**src/rtl/fp_normalize_pack_pkg.sv**
```systemverilog
// Shared floating-point definitions: IEEE-754 single layout, special encodings and
// the state encoding of the normalize/round/pack engine.
package floatingpoint;

    localparam int          EXPONENT_BIAS = 127;
    localparam logic [31:0] FP_QNAN       = 32'h7FC0_0000;
    localparam logic [31:0] FP_POS_INF    = 32'h7F80_0000;

    typedef enum logic [1:0] {
        IDLE,
        NORM,
        ROUND,
        OUT
    } fpnp_state_e;

    typedef struct packed {
        logic        sign;
        logic [7:0]  exponent;
        logic [22:0] fraction;
    } fp32_t;

endpackage

```
**src/rtl/fp_normalize_pack_round.sv**
```systemverilog
// Round-to-nearest-even on a 23-bit fraction; carry flags a wrap to the next binade.
module fp_round_rne (
    input  logic [22:0] frac,
    input  logic        guard,
    input  logic        sticky,
    output logic [22:0] frac_rnd,
    output logic        carry
);

    logic inc;

    // Ties (guard set, nothing below it) go up only when the kept LSB is odd.
    assign inc              = guard & (sticky | frac[0]);
    assign {carry, frac_rnd} = {1'b0, frac} + {23'd0, inc};

endmodule

```
**src/rtl/fp_normalize_pack.sv**
```systemverilog
// Normalizes a raw sign/exponent/wide-mantissa result one shift per cycle, rounds RNE
// and packs it as IEEE-754 single. Single entry, valid/ready on both sides.
module fp_normalize_pack
    import floatingpoint::*;
#(
    parameter int MANT_IN_W = 48,
    parameter int EXP_IN_W  = 10
) (
    input  logic                 clk,
    input  logic                 rst_n,
    input  logic                 in_valid,
    output logic                 in_ready,
    input  logic                 in_sign,
    input  logic [EXP_IN_W-1:0]  in_exp,
    input  logic [MANT_IN_W-1:0] in_mant,
    input  logic                 in_nan,
    input  logic                 in_inf,
    output logic                 out_valid,
    input  logic                 out_ready,
    output logic [31:0]          out_float,
    output logic                 out_ovf,
    output logic                 out_unf
);

    // Handshake: a transfer happens on any rising edge where valid && ready; the
    // producer holds its payload stable while valid is high and ready is low.

    localparam int MW = MANT_IN_W;
    localparam int EW = EXP_IN_W + 2;

    localparam logic signed [EW-1:0] EXP_ONE  = EW'(1);
    localparam logic signed [EW-1:0] EXP_ZERO = '0;
    localparam logic signed [EW-1:0] EXP_MAX  = EW'(2 * EXPONENT_BIAS + 1);

    fpnp_state_e state, next_state;

    logic                 sign_r;
    logic signed [EW-1:0] exp_r;
    logic [MW-1:0]        mant_r;
    fp32_t                res_r;
    logic                 ovf_r;
    logic                 unf_r;

    logic                 special_in;
    logic [22:0]          frac_w;
    logic [22:0]          frac_rnd;
    logic                 guard_w;
    logic                 sticky_w;
    logic                 carry_w;
    logic signed [EW-1:0] exp_rnd;

    assign special_in = in_nan | in_inf | (in_mant == '0);

    assign frac_w   = mant_r[MW-3:MW-25];
    assign guard_w  = mant_r[MW-26];
    assign sticky_w = |mant_r[MW-27:0];

    fp_round_rne u_round (
        .frac     (frac_w),
        .guard    (guard_w),
        .sticky   (sticky_w),
        .frac_rnd (frac_rnd),
        .carry    (carry_w)
    );

    assign exp_rnd = exp_r + (carry_w ? EXP_ONE : EXP_ZERO);

    always_ff @(posedge clk or negedge rst_n) begin
        if (!rst_n) begin
            state <= IDLE;
        end else begin
            state <= next_state;
        end
    end

    always_comb begin
        next_state = state;
        case (state)
            IDLE:    if (in_valid) next_state = special_in ? OUT : NORM;
            NORM:    if (!mant_r[MW-1] && mant_r[MW-2]) next_state = ROUND;
            ROUND:   next_state = OUT;
            OUT:     if (out_ready) next_state = IDLE;
            default: next_state = IDLE;
        endcase
    end

    always_ff @(posedge clk or negedge rst_n) begin
        if (!rst_n) begin
            sign_r <= 1'b0;
            exp_r  <= '0;
            mant_r <= '0;
            res_r  <= '0;
            ovf_r  <= 1'b0;
            unf_r  <= 1'b0;
        end else begin
            case (state)
                IDLE: begin
                    if (in_valid) begin
                        sign_r <= in_sign;
                        exp_r  <= {{2{in_exp[EXP_IN_W-1]}}, in_exp};
                        mant_r <= in_mant;
                        if (in_nan) begin
                            res_r <= fp32_t'(FP_QNAN);
                        end else if (in_inf) begin
                            res_r <= fp32_t'(FP_POS_INF | {in_sign, 31'h0});
                        end else if (in_mant == '0) begin
                            res_r <= fp32_t'({in_sign, 31'h0});
                        end
                    end
                end
                NORM: begin
                    // Right shift keeps the dropped bit alive as sticky in bit 0.
                    if (mant_r[MW-1]) begin
                        mant_r <= {1'b0, mant_r[MW-1:2], mant_r[1] | mant_r[0]};
                        exp_r  <= exp_r + EXP_ONE;
                    end else if (!mant_r[MW-2]) begin
                        mant_r <= {mant_r[MW-2:0], 1'b0};
                        exp_r  <= exp_r - EXP_ONE;
                    end
                end
                ROUND: begin
                    if (exp_rnd >= EXP_MAX) begin
                        res_r <= fp32_t'(FP_POS_INF | {sign_r, 31'h0});
                        ovf_r <= 1'b1;
                    end else if (exp_rnd <= EXP_ZERO) begin
                        res_r <= fp32_t'({sign_r, 31'h0});
                        unf_r <= 1'b1;
                    end else begin
                        res_r.sign     <= sign_r;
                        res_r.exponent <= exp_rnd[7:0];
                        res_r.fraction <= frac_rnd;
                    end
                end
                OUT: begin
                    if (out_ready) begin
                        ovf_r <= 1'b0;
                        unf_r <= 1'b0;
                    end
                end
                default: ;
            endcase
        end
    end

    assign in_ready  = (state == IDLE);
    assign out_valid = (state == OUT);
    assign out_float = res_r;
    assign out_ovf   = ovf_r;
    assign out_unf   = unf_r;

endmodule

```
**config.mk**
```make
export PLATFORM = sky130hd
export DESIGN_NAME = fp_normalize_pack
export DESIGN_NICKNAME = d
export VERILOG_FILES = /design/src/rtl/fp_normalize_pack_pkg.sv /design/src/rtl/fp_normalize_pack_round.sv /design/src/rtl/fp_normalize_pack.sv
export SDC_FILE = /design/constraint.sdc
export NUM_CORES = 1
export LEC_CHECK = 0
export CAP_MARGIN = 10
export CORE_MARGIN = 2
export CORE_UTILIZATION = 55
export CTS_CLUSTER_SIZE = 20
export DETAILED_ROUTE_END_ITERATION = 7
export GPL_TIMING_DRIVEN = 1
export HOLD_SLACK_MARGIN = 0.06
export PLACE_DENSITY = 0.88
export REMOVE_ABC_BUFFERS = 1
export SYNTH_ARGS = -nofsm -noshare
export SYNTH_HDL_FRONTEND = slang
export SYNTH_HIERARCHICAL = 1
export SYNTH_SLANG_ARGS = --single-unit
```
**constraint.sdc**
```tcl
create_clock -name clk -period 12.3 [get_ports clk]
set_clock_uncertainty 0.05 [all_clocks]
set_input_delay 3.075 -clock clk [delete_from_list [all_inputs] [get_ports clk]]
set_output_delay 3.075 -clock clk [all_outputs]
set_load 0.02 [all_outputs]
```
* Yosys cells after proc, flatten, opt, wreduce, memory -nomap -nowiden
Cells that the tools add are included.
Operators by class: $add $sub $neg 4, multipliers 0, div/mod/pow operators 0, order comparisons 2, equal/unequal tests 11, shift operators 0, mux-type cells 27, bitwise logic cells 5, reductions and logical operators 15
Operators by type and width (count):
- $mux 32 | 4
- $pmux 48 s2 | 1
- $mux 47 | 2
- $pmux 32 s2 | 1
- $mux 31 | 2
- $logic_not 48->1 | 1
- $mux 48 | 1
- $mux 12 | 3
- $add 23x1->24 | 1
- $pmux 12 s2 | 1
- $reduce_or 22->1 | 1
- $add 12x2->12 | 1
- $add 12x2->12 const B | 1
- $ge 12x9->1 const B | 1
- $le 12x1->1 const B | 1
- $reduce_and 3->1 | 4
- $sub 12x2->12 const B | 1
- $ne 2x2->1 const B | 5
- $mux 2 | 4
- $pmux 2 s4 | 1
- $reduce_bool 2->1 | 3
- $mux 1 | 5
- $eq 2x2->1 const B | 2
- $ne 4x1->1 const B | 1
- other kinds (11) | 16
Storage, ports and cells: flip-flop bits (word level) 97, latch bits 0, bits in writable memories 0, memory bits (read-only) 0, bits of input ports 65, memories 0

* Depth between registers and ports, before layout
Gate-level depths: netlist of run 1.
depth after elaboration 10, mapped depth 20, mapped depth without buffers 17

* Cells and area by module
Netlist of run 1, hierarchy kept.
Modules (own cells, without submodules):
- fp_normalize_pack | instances 1, cells an instance 710, area each 5931.9 µm², sequential area each 2427.3 µm²
- fp_round_rne | instances 1, cells an instance 71, area each 496.7 µm², sequential area each 0.0 µm²

* Worst setup path after synthesis of run 1
Ideal clock, no wire load.
kind input to register, start input in_mant[11], end register res_r (netlist bit out_float[10]), setup time 0.119 ns, arrival time 4.599 ns, setup slack 7.532 ns, stages on the path 8, cell sequence nor4_1 nand4_1 or4_1 and2_1 clkbuf_1 clkbuf_1 nand2_1 o21ai_2
On the way: word-level cells in the longest chain between the ends 3
Ends and longest elaborated chain:
- from (decl) | line fp_normalize_pack.sv:15 | input logic [MANT_IN_W-1:0] in_mant,
- $logic_not 48->1 | line fp_normalize_pack.sv:106 | end else if (in_mant == '0) begin
- $ne 4x1->1 (no source line)
- $reduce_and 3->1 (no source line)
- to (signal assigned) | line fp_normalize_pack.sv:103 | res_r <= fp32_t'(FP_QNAN);
- to (signal assigned) | line fp_normalize_pack.sv:105 | res_r <= fp32_t'(FP_POS_INF | {in_sign, 31'h0});
- to (signal assigned) | line fp_normalize_pack.sv:107 | res_r <= fp32_t'({in_sign, 31'h0});
- to (decl) | line fp_normalize_pack.sv:40 | fp32_t res_r;
Every way passes these cells. A chain may end at the register's enable or synchronous reset.

* Final worst setup path of run 1
start input in_mant[2], end register res_r (netlist bit out_float[19])
Same word-level chain as after synthesis.

==> impl_metrics.tcl, run 1 <==
set metrics [dict create \
    worst-endpoint-arrival_ps 6050 \
    grt_max_degree 118 \
    fin_area_mm2 0.00767 \
    rr_worst_depth 17 \
    die_x_um 112 \
    clkPwrFrac_pct 13.9 \
    hpwlAfterDp_um 11300 \
    min-delay-start "out_float[4]" \
    drt-total-wl_um 16600 \
    core_mm2 0.0114 \
    irDropWorstVdd_v 0.000130 \
    whs_endpoint "out_float[4]" \
    avgSynthCellArea_um2 8.23 \
    drt_iter0_markers 529 \
    ant_nets 0 \
    vias_per_cell 6.12 \
    setup_viol 0 \
    vias 6042 \
    slew_headroom_pct 23.5 \
    holdCritPathClass "flip-flop to flip-flop" \
    async_reset_ff_share_pct 100 \
    dieHeight_um 112 \
    grt_util_all_layers_pct 26.6 \
    hold_ws_ps 428 \
    fp.dieArea_mm2 0.0126 \
    pwr-share-seq_pct 32.5 \
    synth_compound_area_share_pct 24.3 \
    drc_errors 0 \
    cts_hold_buf 0 \
    p_switching_mw 0.949 \
    synth.cell_area_mm2 0.00643 \
    min_period_over_period_pct 47.4 \
    synth_top_family_by_area "compound AO/OA/AOI/OAI gates" \
    rsz0062_at_grt "false" \
    yosys_register_bits 97 \
    rows 39 \
    max_freq_mhz 172 \
    intPower_mw 1.03 \
    yosys.area_share.simple_pct 22.3 \
    min_delay_path_depth 2 \
    synthCells 781 \
    post-route-min-period_ps 5830 \
    finalMaxSlewViolations 0 \
    drt_first_pass_iters 7 \
    io_buffers 100 \
    required_ps 12520 \
    cts_tree "done" \
    ys_seq_area_share_pct 37.8 \
    clk_latency_ps 360 \
    p_sw_share_pct 48.0 \
    ctsResizeCount 0 \
    cts.sinks 97 \
    cellLeakagePower_nw 3.04 \
    wl_per_cell_um 16.8 \
    nNetsFinal 925 \
    clk_pin_slew_ps 80 \
    power_density_mw_per_mm2 258 \
    antenna_found_initial 0 \
    place_congestion 0.900 \
    placed_cell_area_mm2 0.00739 \
    yosys_warnings 6 \
    grt_overflow 0 \
    grt_pass1_wl_um 27600 \
    synth_edf_count 0 \
    worst_pin_slew_ps 1140 \
    end_kind "flip-flop" \
    htree_levels 3 \
    grt_pass1_vias 5660 \
    cts_root_buf "clkbuf_16" \
    cts_max_path_buffers 2 \
    r2r_end "out_float[1]" \
    critical_path.max_fanout 36 \
    rr_startpoint "mant_r[9]" \
    synth_ff_type "dfrtp_1" \
    r2r_slack_ps 6810 \
    area_growth_pct 19.3 \
    max_cap_viol_count 0 \
    initial_core_util_pct 56.3 \
    startpoint "in_mant[2]" \
    synth_cell_types 65 \
    hold_viol 0 \
    worstSetupPathType "input port to flip-flop" \
    cts_buffers 9 \
    antennaDiodeCount 0 \
    status "complete, no violations" \
    synthAdderAreaFrac_pct 4.01 \
    synthXorXnorAreaFrac_pct 4.90 \
    comb_power_share_pct 53.6 \
    layout-drive-gt1-share_pct 6.87 \
    fin_tns_setup_ps 0 \
    cts_setup_buffers 0 \
    io_pins 101 \
    synthMuxAreaShare_pct 1.91 \
    crit_path_start_kind "input port" \
]
-- power groups by stage --
stage	combinational [mW]	sequential [mW]	clock (mW)
detailed placement	1.05	0.642	0
global placement	1.01	0.638	0
CTS	1.06	0.638	0.273
floorplan	0.749	0.629	0
finish	1.06	0.643	0.274
global route	1.19	0.666	0.291
-- metrics by stage --
step | power [mW] | setup WS, ps | cells | util [%]
after global routing | 2.15 | 6330 | 987 | 67.2
after detailed placement | 1.69 | 6110 | 972 | 64.7
after CTS | 1.97 | 6470 | 987 | 67.2
final | 1.98 | 6470 | 987 | 67.2
after floorplan | 1.38 | 6700 | 725 | -
after global placement | 1.65 | 6250 | 972 | 64.7
-- sequential cells by signal, indices dropped and copies added, names as in the netlist --
name / flops
exp_r: 12
out_ovf: 1
out_float: 32
mant_r: 48
state: 2
out_unf: 1
sign_r: 1
-- Yosys cell counts, types with 2 or more instances --
| master | count | area (um^2) |
|---|---|---|
| a211o_1 | 3 | 26.3 |
| a211oi_1 | 3 | 22.5 |
| a21o_1 | 7 | 52.6 |
| a21oi_1 | 22 | 110 |
| a221oi_1 | 2 | 17.5 |
| a22oi_1 | 45 | 338 |
| a31oi_1 | 7 | 43.8 |
| a41oi_1 | 2 | 17.5 |
| and2_1 | 7 | 43.8 |
| and3_1 | 4 | 25.0 |
| buf_1 | 8 | 30.0 |
| buf_2 | 9 | 45.0 |
| buf_6 | 5 | 56.3 |
| clkbuf_1 | 33 | 124 |
| dfrtp_1 | 97 | 2430 |
| ha_1 | 19 | 238 |
| inv_1 | 14 | 52.6 |
| mux2_2 | 2 | 22.5 |
| mux2i_1 | 10 | 100 |
| nand2_1 | 170 | 638 |
| nand2b_1 | 5 | 31.3 |
| nand3_1 | 14 | 70.1 |
| nand4_1 | 13 | 81.3 |
| nor2_1 | 33 | 124 |
| nor2b_1 | 4 | 25.0 |
| nor3_1 | 9 | 45.0 |
| nor3_2 | 4 | 40.0 |
| nor4_1 | 18 | 113 |
| nor4b_1 | 2 | 17.5 |
| o21a_1 | 3 | 22.5 |
| o21ai_0 | 115 | 576 |
| o21ai_2 | 20 | 175 |
| o21bai_1 | 2 | 15.0 |
| o22ai_1 | 2 | 12.5 |
| or3_1 | 2 | 12.5 |
| or4_1 | 3 | 22.5 |
| xnor2_1 | 17 | 149 |
| xor2_1 | 19 | 166 |
-- worst max-delay path by stage --
stage                     to  slack (ps)  cells past startpoint
3_5_place_dp    out_float[9]        6110                      7
2_1_floorplan      mant_r[0]        6700                      4
3_3_place_gp   out_float[22]        6250                      7
6_report       out_float[19]        6470                      7
5_1_grt         out_float[6]        6330                      7
4_1_cts        out_float[14]        6470                      7
-- cells in the final DEF (no fill, tap or decap), types with 3 or more instances in the layout --
master,count
clkdlybuf4s50_1,99
nand2b_1,5
a21oi_1,22
a211oi_1,3
a22oi_1,45
mux2i_1,10
nand3_1,14
nor2b_1,4
nor3_2,4
inv_1,14
nand4_1,13
buf_4,5
ha_1,18
a21o_1,6
or4_1,3
a31oi_1,7
o21a_1,3
and2_1,7
xor2_1,19
and3_1,4
xnor2_1,17
nor4_1,18
o21ai_0,115
nor2_1,32
dfrtp_1,97
o21ai_2,20
nor3_1,9
a211o_1,3
clkbuf_16,9
nand2_1,170
-- worst max-delay path, cell delays in order --
cell             delay (ps)
clkdlybuf4s50_1         490
nor4_1                  520
nand4_1                 220
or4_1                   540
nand2_1                 860
nand2_1                 170
o21ai_2                 160
-- area by class of cell --
cell class	count	area, um^2
Clock buffer	11	253
Clock inverter	4	27.5
Fill cell	906	3750
Inverter	14	52.6
Multi-Input combinational cell	614	3700
Sequential cell	97	2430
Tap cell	143	179
Timing Repair Buffer	104	1030
-- cells by family (layout without fill, tap and decap cells) --
logic type | after synthesis | count (layout)
and+or+nand+nor | 300 | 300
AOI/OAI and AO/OA | 246 | 246
DFF | 97 | 97
buffers and inverters | 70 | 133
xor gates and xnor gates | 36 | 36
adders and majority gates | 20 | 20
muxes | 12 | 12
-- routing by layer --
metal | vias to the layer above | part of all wire, % | track usage, % | wire [um]
li1 | 2907 | - | - | -
met1 | 2845 | 43 | 36.3 | 7110
met2 | 257 | 48 | 43.6 | 8040
met3 | 33 | 6.7 | 4.81 | 1110
met4 | 0 | 2.1 | 7.64 | 348
met5 | - | 0 | 0 | 0
No activity file was read; power rests on OpenSTA's default activity.
==> run 2, diff against run 1 <==
--- a/config.mk
+++ b/config.mk
@@ -7,12 +7,12 @@
 export LEC_CHECK = 0
 export CAP_MARGIN = 10
 export CORE_MARGIN = 2
-export CORE_UTILIZATION = 55
+export CORE_UTILIZATION = 50
 export CTS_CLUSTER_SIZE = 20
 export DETAILED_ROUTE_END_ITERATION = 7
 export GPL_TIMING_DRIVEN = 1
 export HOLD_SLACK_MARGIN = 0.06
-export PLACE_DENSITY = 0.88
+export PLACE_DENSITY = 0.85
 export REMOVE_ABC_BUFFERS = 1
 export SYNTH_ARGS = -nofsm -noshare
 export SYNTH_HDL_FRONTEND = slang
==> constraint.sdc (replaced) <==
create_clock -name clk -period 4.8 [get_ports clk]
set_clock_uncertainty 0.05 [all_clocks]
set_input_delay 1.2 -clock clk [delete_from_list [all_inputs] [get_ports clk]]
set_output_delay 1.2 -clock clk [all_outputs]
set_load 0.02 [all_outputs]
==> run 2 against run 1 <==
Sequential share of layout area decreased by 0.60 points. Largest power group unchanged. Cell count grew 3.6%. Worst hold slack worse by 1.6 ps. Routed wire length fell by 0.42%.
==> impl_metrics.tcl, run 2 (synthesis results as in run 1) <==
set metrics [dict create \
    crit_chain "or4_1 > or4_1 > o21a_1 > ha_1 > nand3_1 > or2_1 > nor4_1 > and2_1 > ha_1 > ha_2 > nor3_1 > a31oi_1 > or4b_1 > nor3_1 > or3b_4 > buf_12 > o21ai_2" \
    dieHeight_um 117 \
    nNetsFinal 932 \
    grt_util_all_layers_pct 24.2 \
    cts_hold_buf 0 \
    critical_path.max_fanout 19 \
    worstSetupPathType "flip-flop to flip-flop" \
    grt_overflow 0 \
    post-route-min-period_ps 4500 \
    power_density_mw_per_mm2 661 \
    wl_per_cell_um 16.2 \
    layout-drive-gt1-share_pct 7.76 \
    ant_nets 0 \
    clk_pin_slew_ps 70 \
    htree_levels 3 \
    place_congestion 0.889 \
    fp.dieArea_mm2 0.0138 \
    cp_top_family "simple AND/OR/NAND/NOR gates" \
    end_kind "flip-flop" \
    cts_buffers 9 \
    crit_path_start_kind "flip-flop" \
    status "complete, no violations" \
    finalPower_mw 5.17 \
    hpwlAfterDp_um 11600 \
    n_fill_cell 1046 \
    clk_latency_ps 350 \
    vias 5962 \
    min_period_over_period_pct 93.7 \
    cp_num_buf_inv 1 \
    worst_pin_slew_ps 992 \
    layout_setup_ws_ps 301 \
    drt_iter0_markers 653 \
    rows 41 \
    rsz0062_at_grt "false" \
    placed_cell_area_mm2 0.00749 \
    hold_viol 0 \
    slew_headroom_pct 33.9 \
    holdCritPathClass "flip-flop to flip-flop" \
    drt-total-wl_um 16500 \
    irDropWorstVdd_v 0.000357 \
    drc_errors 0 \
    initial_core_util_pct 51.1 \
    max_freq_mhz 222 \
    antennaDiodeCount 0 \
    fin_area_mm2 0.00782 \
    die_x_um 117 \
    cts.sinks 97 \
    setup_viol 0 \
    cts_max_path_buffers 2 \
    area_growth_pct 21.7 \
    vias_per_cell 5.83 \
    fin_tns_setup_ps 0 \
    final_common_cell "nand2_1" \
    cts_tree "done" \
    rr_startpoint "mant_r[18]" \
    io_buffers 100 \
    cts_root_buf "clkbuf_16" \
    io_pins 101 \
    core_mm2 0.0126 \
    most-common-layout-cells "nand2_1 (170), o21ai_0 (115), clkdlybuf4s50_1 (99)" \
    hold_ws_ps 426 \
    critPathSlowestCell "or4b_1" \
    startpoint "mant_r[18]" \
    postLayoutCoreUtil_pct 62.2 \
    largest-register "mant_r" \
    grt_pass1_vias 5660 \
    grt_max_degree 77 \
    worst-endpoint-arrival_ps 4680 \
    min-delay-start "out_float[12]" \
    placed_cells 1008 \
    dpl_worst_slack_ps 222 \
    largest_reg_flops 48 \
    finalNonFillerCells 1023 \
    antenna_found_initial 0 \
    cts_setup_buffers 0 \
    max_cap_viol_count 0 \
    finalMaxSlewViolations 0 \
    cellLeakagePower_nw 3.09 \
    drt_first_pass_iters 5 \
    grt_pass1_wl_um 27600 \
    slowest_delay_ps 540 \
    required_ps 4980 \
]
-- run 2: cell types whose count changed in the layout (fill, tap and decap cells not counted), sizes merged --
cell	before	now
buf	5	12
clkinv	3	0
bufinv	0	2
clkinvlp	0	1
-- run 2: path summary, 6_finish.rpt --
| check | cells after the start | slack (ps) | endpoint |
|---|---|---|---|
| worst max-delay path | 17 | 300 | out_float[16] |
| worst min register to register | 2 | 430 | out_float[12] |
| max in group asynchronous | 2 | 2880 | out_float[19] |
| worst max register to register | 17 | 300 | out_float[16] |
| worst min-delay path | 2 | 430 | out_float[12] |
| min in group asynchronous | 1 | 970 | out_float[29] |
-- run 2: layout make-up --
type / count / area [um^2] / area share (%)
multi-input cells: 614 / 3710 / 47.5
flip-flops and latches: 97 / 2430 / 31.0
repair buffers: 111 / 1090 / 14.0
clock buffers: 11 / 243 / 3.10
well taps: 172 / 215 / 2.75
clock inverters: 4 / 76.3 / 0.976
inverters: 14 / 52.6 / 0.672
-- run 2: power breakdown --
group | leakage (nW) | internal (mW) | switching, mW | total, mW
logic | 1.72 | 1.13 | 1.63 | 2.76
clock network | 0.152 | 0.470 | 0.320 | 0.790
registers | 1.21 | 1.15 | 0.471 | 1.62
total | 3.09 | 2.75 | 2.42 | 5.17
-- run 2: tightest hold or removal path, stage by stage (launching register included) --
cell and delay, ps:
dfrtp_1 340, nand2_1 60, o21ai_2 50
-- run 2: metal layers --
metal	up-vias	global-route usage [%]	share of wire, %
li1	2920	-	-
met1	2813	32.1	44
met2	200	40.2	49
met3	29	2.92	4.8
met4	0	9.94	2.5
met5	-	0	0
-- run 2: repair_timing --
action / 4_1_cts / 5_1_grt
setup endpoints to repair: 0 / 21
gates resized for setup: 0 / 3
endpoints found under the hold margin: 0 / 0
==> run 3, diff against run 2 <==
--- a/config.mk
+++ b/config.mk
@@ -11,10 +11,9 @@
 export CTS_CLUSTER_SIZE = 20
 export DETAILED_ROUTE_END_ITERATION = 7
 export GPL_TIMING_DRIVEN = 1
-export HOLD_SLACK_MARGIN = 0.06
+export HOLD_SLACK_MARGIN = 0.08
 export PLACE_DENSITY = 0.85
 export REMOVE_ABC_BUFFERS = 1
 export SYNTH_ARGS = -nofsm -noshare
 export SYNTH_HDL_FRONTEND = slang
-export SYNTH_HIERARCHICAL = 1
 export SYNTH_SLANG_ARGS = --single-unit
==> run 3 against run 2 <==
Cell count down 1.3%. Global-route usage up 1.1 points. Die area down 0.45%. Critical path type unchanged.
==> impl_metrics.tcl, run 3 <==
set metrics [dict create \
    status "complete, no violations" \
    grt_overflow 0 \
    min_period_over_period_pct 82.1 \
    synth_cell_types 60 \
    vias_per_cell 5.99 \
    whs_endpoint "out_float[11]" \
    max_cap_viol_count 0 \
    rr_worst_depth 15 \
    wl_per_cell_um 16.7 \
    min-delay-start "out_float[11]" \
    fp.dieArea_mm2 0.0137 \
    finalMaxSlewViolations 0 \
    min_delay_path_depth 2 \
    cts_setup_buffers 0 \
    largest_reg_flops 48 \
    hpwlAfterDp_um 11500 \
    grt_max_degree 110 \
    layout-drive-gt1-share_pct 7.40 \
    cts_root_buf "clkbuf_16" \
    finalNonFillerCells 1010 \
    worstSetupPathType "flip-flop to flip-flop" \
    synth.area.top_cells "dfrtp_1 (38%), o21ai_0 (9.4%), nand2_1 (8.8%)" \
    yosys_register_bits 97 \
    avgSynthCellArea_um2 8.28 \
    irDropWorstVdd_v 0.000370 \
    cts_hold_buf 0 \
    ys_seq_area_share_pct 37.9 \
    r2r_slack_ps 860 \
    async_reset_ff_share_pct 100 \
    largest-register "mant_r" \
    setup_viol 0 \
    cts_max_path_buffers 2 \
    io_pins 101 \
    holdCritPathClass "flip-flop to flip-flop" \
    area_growth_pct 20.4 \
    end_kind "flip-flop" \
    nNetsFinal 916 \
    cts_tree "done" \
    worst_pin_slew_ps 975 \
    ant_nets 0 \
    grt_pass1_wl_um 27500 \
    die_x_um 117 \
    cts_buffers 9 \
    synth_top_area_share_pct 37.9 \
    most-common-layout-cells "nand2_1 (149), o21ai_0 (120), clkdlybuf4s50_1 (99)" \
    dpl_worst_slack_ps 900 \
    slew_headroom_pct 35.0 \
    cts.sinks 97 \
    yosys_warnings 0 \
    antenna_found_initial 0 \
    htree_levels 3 \
    synth_top_cell_by_area "dfrtp_1" \
    clk_latency_ps 350 \
    grt_util_all_layers_pct 25.2 \
    max_freq_mhz 254 \
    post-route-min-period_ps 3940 \
    dieHeight_um 117 \
    required_ps 4960 \
    rsz0062_at_grt "false" \
    drt-total-wl_um 16800 \
    vias 6053 \
    place_congestion 0.974 \
    fin_area_mm2 0.00770 \
    placed_cells 994 \
    clk_pin_slew_ps 70 \
    synthCells 773 \
    grt_pass1_vias 5538 \
    ys_top_cells_by_count "nand2_1 (150), o21ai_0 (120), dfrtp_1 (97)" \
    layout_setup_ws_ps 857 \
    synth_ff_type "dfrtp_1" \
    synth.cell_area_mm2 0.00640 \
    cellLeakagePower_nw 2.99 \
    yosysMostFrequentCell "nand2_1" \
    crit_path_start_kind "flip-flop" \
    drc_errors 0 \
    hold_viol 0 \
    ctsResizeCount 0 \
    critical_path.max_fanout 23 \
    drt_first_pass_iters 8 \
    rows 41 \
    io_buffers 100 \
    initial_core_util_pct 50.9 \
    rr_startpoint "mant_r[25]" \
    placed_cell_area_mm2 0.00743 \
    antennaDiodeCount 0 \
    worst-endpoint-arrival_ps 4100 \
    synth_edf_count 0 \
    r2r_end "out_float[0]" \
    power_density_mw_per_mm2 631 \
    final_common_cell "nand2_1" \
    drt_iter0_markers 519 \
    core_mm2 0.0126 \
]
-- run 3: changes by cell type in the layout (fill, tap and decap cells not counted), sizes merged, moves of 14 or more --
cell    before  now
o31ai        1   25
o311ai       0   31
a22oi       45    2
o21ai      135  121
o221ai       1   16
inv         15   41
nand2      170  150
-- run 3: logic make-up after synthesis --
family | count (synthesis) | synth area share [%]
fa+ha+maj | 18 | 3.64
flops | 97 | 37.9
mux | 9 | 1.51
compound gates | 252 | 27.0
buf+inv | 102 | 6.67
simple gates | 259 | 18.4
xor+xnor | 36 | 4.93
-- run 3: final cells by class --
type,instances,area [um^2]
clock buffer,9,225
tap,172,215
timing repair buffer,109,1080
clock inverter,7,46.3
sequential,97,2430
inverter,42,158
fill,1089,4870
multi-input combinational,574,3550
-- run 3: worst max-delay path by stage --
| stage | from | slack (ps) | cells after the start | to |
|---|---|---|---|---|
| 3_3_place_gp | in_mant[43] | 920 | 8 | out_float[22] |
| 6_report | mant_r[25] | 860 | 15 | out_float[0] |
| 2_1_floorplan | state[1] | -90 | 6 | exp_r[1] |
| 5_1_grt | mant_r[25] | 500 | 15 | out_float[2] |
| 3_5_place_dp | in_mant[43] | 900 | 8 | out_float[22] |
| 4_1_cts | mant_r[28] | 910 | 15 | out_float[0] |
-- run 3: metrics by stage --
stage	util, %	TNS (ps)	total power [mW]	hold WS, ps
after floorplan	-	-4340	3.34	413
after global placement	59.1	0	4.06	415
after detailed placement	59.1	0	4.14	422
after CTS	61.3	0	4.84	437
after global routing	61.3	0	5.28	454
final	61.3	0	4.86	433
-- run 3: where the power goes --
part           total [mW]  internal (mW)  switching [mW]
registers            1.58           1.15           0.425
logic                2.61           1.03            1.59
clock network       0.674          0.350           0.323
total                4.86           2.53            2.33
-- run 3: per-layer routing --
| metal | global-route usage (%) | up-vias | part of all wire [%] |
|---|---|---|---|
| met4 | 10.1 | 0 | 2.6 |
| met5 | 0 | - | 0 |
| met2 | 39.3 | 268 | 46 |
| li1 | - | 2910 | - |
| met1 | 35.9 | 2839 | 45 |
| met3 | 3.35 | 36 | 6.9 |
-- run 3: critical path, cell delays in order, from the launching register on --
cell,delay (ps)
dfrtp_1,490
nand4_1,230
inv_1,130
nand3_1,220
nor3_1,240
buf_4,160
and3_1,160
ha_1,230
ha_1,380
nand4_1,140
nor4b_1,280
nor3_1,100
o31ai_2,350
or2_1,160
buf_4,340
o31ai_1,130
